--- config.mk ---
export PLATFORM = sky130hd
export DESIGN_NAME = id_operand_stage
export DESIGN_NICKNAME = d
export VERILOG_FILES = /design/src/rtl/id_operand_stage.sv
export SDC_FILE = /design/constraint.sdc
export NUM_CORES = 1
export LEC_CHECK = 0
export BUFFER_PORTS_ARGS = -buffer_cell sky130_fd_sc_hd__buf_2
export CORE_AREA = 5 5 145 147
export DETAILED_ROUTE_END_ITERATION = 12
export DIE_AREA = 0 0 150 152
export GPL_TIMING_DRIVEN = 0
export PLACE_DENSITY = 0.78
export RECOVER_POWER = 50
export SLEW_MARGIN = 0
export SYNTH_ARGS = -nofsm -noshare
export SYNTH_HDL_FRONTEND = slang
export SYNTH_SLANG_ARGS = --single-unit
export TNS_END_PERCENT = 100
--- constraint.sdc ---
create_clock -name clk -period 5.42 [get_ports clk]
set_clock_uncertainty 0.05 [all_clocks]
set_input_delay 0.813 -clock clk [delete_from_list [all_inputs] [get_ports clk]]
set_output_delay 0.813 -clock clk [all_outputs]
set_load 0.01 [all_outputs]
--- src/rtl/id_operand_stage.sv ---
// id_operand_stage: register-file operand fetch with EX/MEM/WB bypass,
// load-use stall detection and a valid/ready ID/EX pipeline register.
module id_operand_stage #(
  parameter int XLEN       = 32,
  parameter int REG_ADDR_W = 5,
  parameter int CNT_W      = 32
) (
  input  logic                  clk,
  input  logic                  rst,
  input  logic                  in_valid,
  output logic                  in_ready,
  input  logic [REG_ADDR_W-1:0] in_rs1,
  input  logic [REG_ADDR_W-1:0] in_rs2,
  input  logic                  in_rs1_used,
  input  logic                  in_rs2_used,
  input  logic [REG_ADDR_W-1:0] in_rd,
  input  logic                  in_rd_wr_en,
  input  logic                  in_is_load,
  input  logic [XLEN-1:0]       in_pc,
  output logic [REG_ADDR_W-1:0] rd_reg_1,
  output logic [REG_ADDR_W-1:0] rd_reg_2,
  input  logic [XLEN-1:0]       rd_data_1,
  input  logic [XLEN-1:0]       rd_data_2,
  input  logic                  ex_valid,
  input  logic                  ex_wr_en,
  input  logic                  ex_is_load,
  input  logic [REG_ADDR_W-1:0] ex_rd,
  input  logic [XLEN-1:0]       ex_result,
  input  logic                  mem_valid,
  input  logic                  mem_wr_en,
  input  logic [REG_ADDR_W-1:0] mem_rd,
  input  logic [XLEN-1:0]       mem_data,
  input  logic                  wb_wr_en,
  input  logic [REG_ADDR_W-1:0] wb_rd,
  input  logic [XLEN-1:0]       wb_data,
  input  logic                  flush,
  output logic                  out_valid,
  input  logic                  out_ready,
  output logic [XLEN-1:0]       out_rs1_data,
  output logic [XLEN-1:0]       out_rs2_data,
  output logic [REG_ADDR_W-1:0] out_rd,
  output logic                  out_rd_wr_en,
  output logic                  out_is_load,
  output logic [XLEN-1:0]       out_pc,
  output logic [CNT_W-1:0]      stall_cycles
);
  logic                  r_valid;
  logic [XLEN-1:0]       r_rs1_data;
  logic [XLEN-1:0]       r_rs2_data;
  logic [REG_ADDR_W-1:0] r_rd;
  logic                  r_rd_wr_en;
  logic                  r_is_load;
  logic [XLEN-1:0]       r_pc;
  logic [CNT_W-1:0]      r_stall;
  logic                  w_ex_fwd;
  logic                  w_mem_fwd;
  logic [XLEN-1:0]       w_op1;
  logic [XLEN-1:0]       w_op2;
  logic                  w_hazard;
  logic                  w_accept;
  logic                  w_free;

  assign rd_reg_1 = in_rs1;
  assign rd_reg_2 = in_rs2;
  // A load in EX has no data yet, so it is a stall source, never a bypass source.
  assign w_ex_fwd  = ex_valid && ex_wr_en && !ex_is_load;
  assign w_mem_fwd = mem_valid && mem_wr_en;
  // Index 0 is tested first, so a zero destination can never forward.
  assign w_op1 = (in_rs1 == '0) ? '0 :
                 (w_ex_fwd && ex_rd == in_rs1) ? ex_result :
                 (w_mem_fwd && mem_rd == in_rs1) ? mem_data :
                 (wb_wr_en && wb_rd == in_rs1) ? wb_data : rd_data_1;
  assign w_op2 = (in_rs2 == '0) ? '0 :
                 (w_ex_fwd && ex_rd == in_rs2) ? ex_result :
                 (w_mem_fwd && mem_rd == in_rs2) ? mem_data :
                 (wb_wr_en && wb_rd == in_rs2) ? wb_data : rd_data_2;
  assign w_hazard = ex_valid && ex_is_load && ex_wr_en && ex_rd != '0 &&
                    ((in_rs1_used && ex_rd == in_rs1) || (in_rs2_used && ex_rd == in_rs2));
  assign w_free   = !r_valid || out_ready;
  assign in_ready = !flush && !w_hazard && w_free;
  assign w_accept = in_valid && in_ready;

  always_ff @(posedge clk) begin
    if (rst) begin
      r_valid    <= 1'b0;
      r_rs1_data <= '0;
      r_rs2_data <= '0;
      r_rd       <= '0;
      r_rd_wr_en <= 1'b0;
      r_is_load  <= 1'b0;
      r_pc       <= '0;
      r_stall    <= '0;
    end else begin
      if (in_valid && w_hazard && !flush && r_stall != '1)
        r_stall <= r_stall + 1'b1;
      if (flush) begin
        r_valid <= 1'b0;
      end else if (w_accept) begin
        r_valid    <= 1'b1;
        r_rs1_data <= w_op1;
        r_rs2_data <= w_op2;
        r_rd       <= in_rd;
        r_rd_wr_en <= in_rd_wr_en;
        r_is_load  <= in_is_load;
        r_pc       <= in_pc;
      end else if (w_free) begin
        r_valid <= 1'b0;
      end
    end
  end

  assign out_valid    = r_valid;
  assign out_rs1_data = r_rs1_data;
  assign out_rs2_data = r_rs2_data;
  assign out_rd       = r_rd;
  assign out_rd_wr_en = r_rd_wr_en;
  assign out_is_load  = r_is_load;
  assign out_pc       = r_pc;
  assign stall_cycles = r_stall;
endmodule

==> results.toml <==
[outcome]
status = "completed"

[sta]
worst_slew_pin_slew_ns = 0.891
setup_tns_ns = 0
slew_violations = 0
rsz0062_at_grt = "no"
max_freq_mhz = 295
hold_viol = 0
final.period_utilization_pct = 62.5
setup_viol = 0
maxSlewHeadroom_pct = 40.2
period_minus_slack_ns = 3.39

[place]
io_buffers = 383
dpl_cell_area_um2 = 9790
routabilityCongestion = 0.938
dpl.hpwl_um = 24000

[layout]
utilization_pct = 51.5
seq_area_um2 = 2720
syn_to_final_growth_pct = 35.3
nets = 1463
final_common_cell = "buf_2"
drive_gt1_share_pct = 27.6
most-common-layout-cells = "255 x buf_2, 178 x clkbuf_1, 136 x dfxtp_1"
postLayoutCellArea_um2 = 10200
n_fill_cell = 1965
multiInputGateArea_um2 = 4430

[floorplanning]
dieArea_um2 = 22800
fp.dieW_um = 150
initial_core_util_pct = 38.1
die_y_um = 152
coreArea_um2 = 19800
pin_count = 384
num_rows = 52

[global_route]
grt_antenna_before_repair = 8
grt_usage_pct = 25.1
grt_max_degree = 17
grt_remaining_overflow = 0
grt_pass1_vias = 8031
grt_pass1_wl_um = 44800

[pwr]
p_clk_share_pct = 44.2
leakage_nw = 4.43
vdd.ir_drop.worst_mv = 0.199
switching_share_pct = 28.3
pwr-share-seq_pct = 40.8
power.share.combinational_pct = 15.0
p_sw_mw = 0.735
power.internal_mw = 1.86
powerDensity_nw_per_um2 = 255

[routing]
num_vias = 8181
wl_per_cell_um = 20.0
drc = 0
viasPerCell = 5.40
first_pass_iters = 5
routed_wl_um = 30300
antenna_left = 0
dr.first_iter.drc_count = 339

[clocking]
cts_setup_buffers = 0
max-clock-path-buffers = 2
worst_skew_pair.late_latency_ns = 0.42
postCtsHoldBufs = 0
ctsResizeCount = 0
path_clk_slew_ns = 0.06
cts_sinks = 136
root_buffer = "clkbuf_16"
cts_buffers = 17
htreeDepth = 4
cts_tree = "yes"

[synth]
synth-main-ff-cell = "dfxtp_1"
ys_types = 44
avgSynthCellArea_um2 = 9.15
yosys-top-cells-area = "dfxtp_1 36%, mux2i_1 14%, nor2_1 5.4%"
yosys.area.top_type = "dfxtp_1"
seq_area_frac_synth_pct = 36.1
syn_nets = 1061
ys_ff_latch = 136
netlist_instances = 823
synth_enable_flop_cells = 0
synth.top_cell.area_share_pct = 36.1
netlist_area_um2 = 7530
ys_warn_count = 0
synthArstFlopShare_pct = 0

[setup_path]
critPathLaunchType = "input port"
cp.arrival_ns = 2.52
crit_type = "input port to output pin"
cp.required_ns = 4.56
r2r-start = "stall_cycles[0]"
path_max_fanout = 8
worst_setup_path_end_kind = "output pin"
ff2ff_path_depth = 7
r2r_slack_ns = 2.96
r2r_end = "stall_cycles[15]"

[flow_run]
cap_violations = 0

[min_path]
whs_path_depth = 2
hold_path_class = "register to register"
hold_end = "out_pc[26]"
hold_start = "out_pc[26]"
[registers in the layout, summed over array words and instances, names as in the netlist]
register and cells:
out_is_load 1, out_pc 32, out_rd 5, out_rd_wr_en 1, out_rs1_data 32, out_rs2_data 32, out_valid 1, stall_cycles 32
[worst max-delay path by stage]
stage | endpoint | startpoint | slack [ns] | depth (start not counted)
6_report | in_ready | in_rs1[3] | 2.03 | 7
5_1_grt | in_ready | in_rs1[3] | 1.94 | 7
4_1_cts | in_ready | in_rs1[0] | 2.13 | 7
3_5_place_dp | out_rs2_data[5] | in_rs1[0] | 2.01 | 8
3_3_place_gp | out_rs2_data[3] | in_rs1[4] | 2.02 | 8
2_1_floorplan | in_ready | ex_rd[1] | 2.69 | 4
[cell families after synthesis]
kind of cell | Yosys count | synth area share (%)
and+or+nand+nor | 306 | 20.8
muxes | 136 | 18.6
DFF | 136 | 36.1
AOI/OAI and AO/OA | 115 | 12.7
buffers and inverters | 73 | 5.10
xor gates and xnor gates | 56 | 6.51
adders and majority gates | 1 | 0.166
[cells in the mapped netlist (2+ instances only)]
cell type / count
a211o_1: 32
o221ai_1: 32
inv_1: 3
buf_1: 3
nor2_1: 109
mux2i_1: 104
and3_1: 10
nor3b_1: 32
nand2_1: 47
and2_1: 2
nand2b_1: 34
nor3_1: 7
xnor2_1: 24
or3_1: 4
nor2b_1: 2
nand3_1: 20
o21ai_0: 4
a211oi_1: 34
buf_2: 13
or4_1: 4
dfxtp_1: 136
nor4_1: 11
xor2_1: 32
buf_4: 11
a21oi_1: 4
clkbuf_1: 36
nand4_1: 19
mux2_2: 32
buf_6: 7
[layout make-up]
cell class,instances,share of cell area (%)
repair buffers,383,17.1
well taps,270,3.31
multi-input cells,614,43.4
diodes,7,0.172
clock inverters,14,1.35
clock buffers,18,4.21
inverters,3,0.110
plain buffers,70,3.66
flip-flops and latches,136,26.7
[power groups by stage]
stage	Combinational, mW	Sequential, mW	Clock (mW)
after global routing	0.418	1.06	1.22
after detailed placement	0.399	1.08	0
after floorplan	0.171	1.10	0
after CTS	0.400	1.06	1.17
final	0.389	1.06	1.15
after global placement	0.392	1.08	0
[layer usage]
layer | track usage, % | part of all wire (%)
met5 | 0 | 0.11
met4 | 11.5 | 3.6
met3 | 7.63 | 9.1
met2 | 42.1 | 48
met1 | 29.1 | 39
[per-stage QoR]
step	setup slack, ns	power, mW	hold slack, ns	instances
2_1_floorplan	2.69	1.27	0.463	823
3_3_place_gp	2.02	1.47	0.417	1476
3_5_place_dp	2.01	1.48	0.426	1476
4_1_cts	2.13	2.63	0.443	1508
5_1_grt	1.94	2.70	0.462	1514
6_report	2.03	2.60	0.441	1515
[critical path, cell delays in order]
cell and delay (ns):
clkbuf_1 0.24, xnor2_1 0.16, nand3_1 0.21, o32ai_4 0.52, nand2_1 0.22, and3b_1 0.23
buf_2 0.14
No activity file was read; power rests on OpenSTA's default activity.
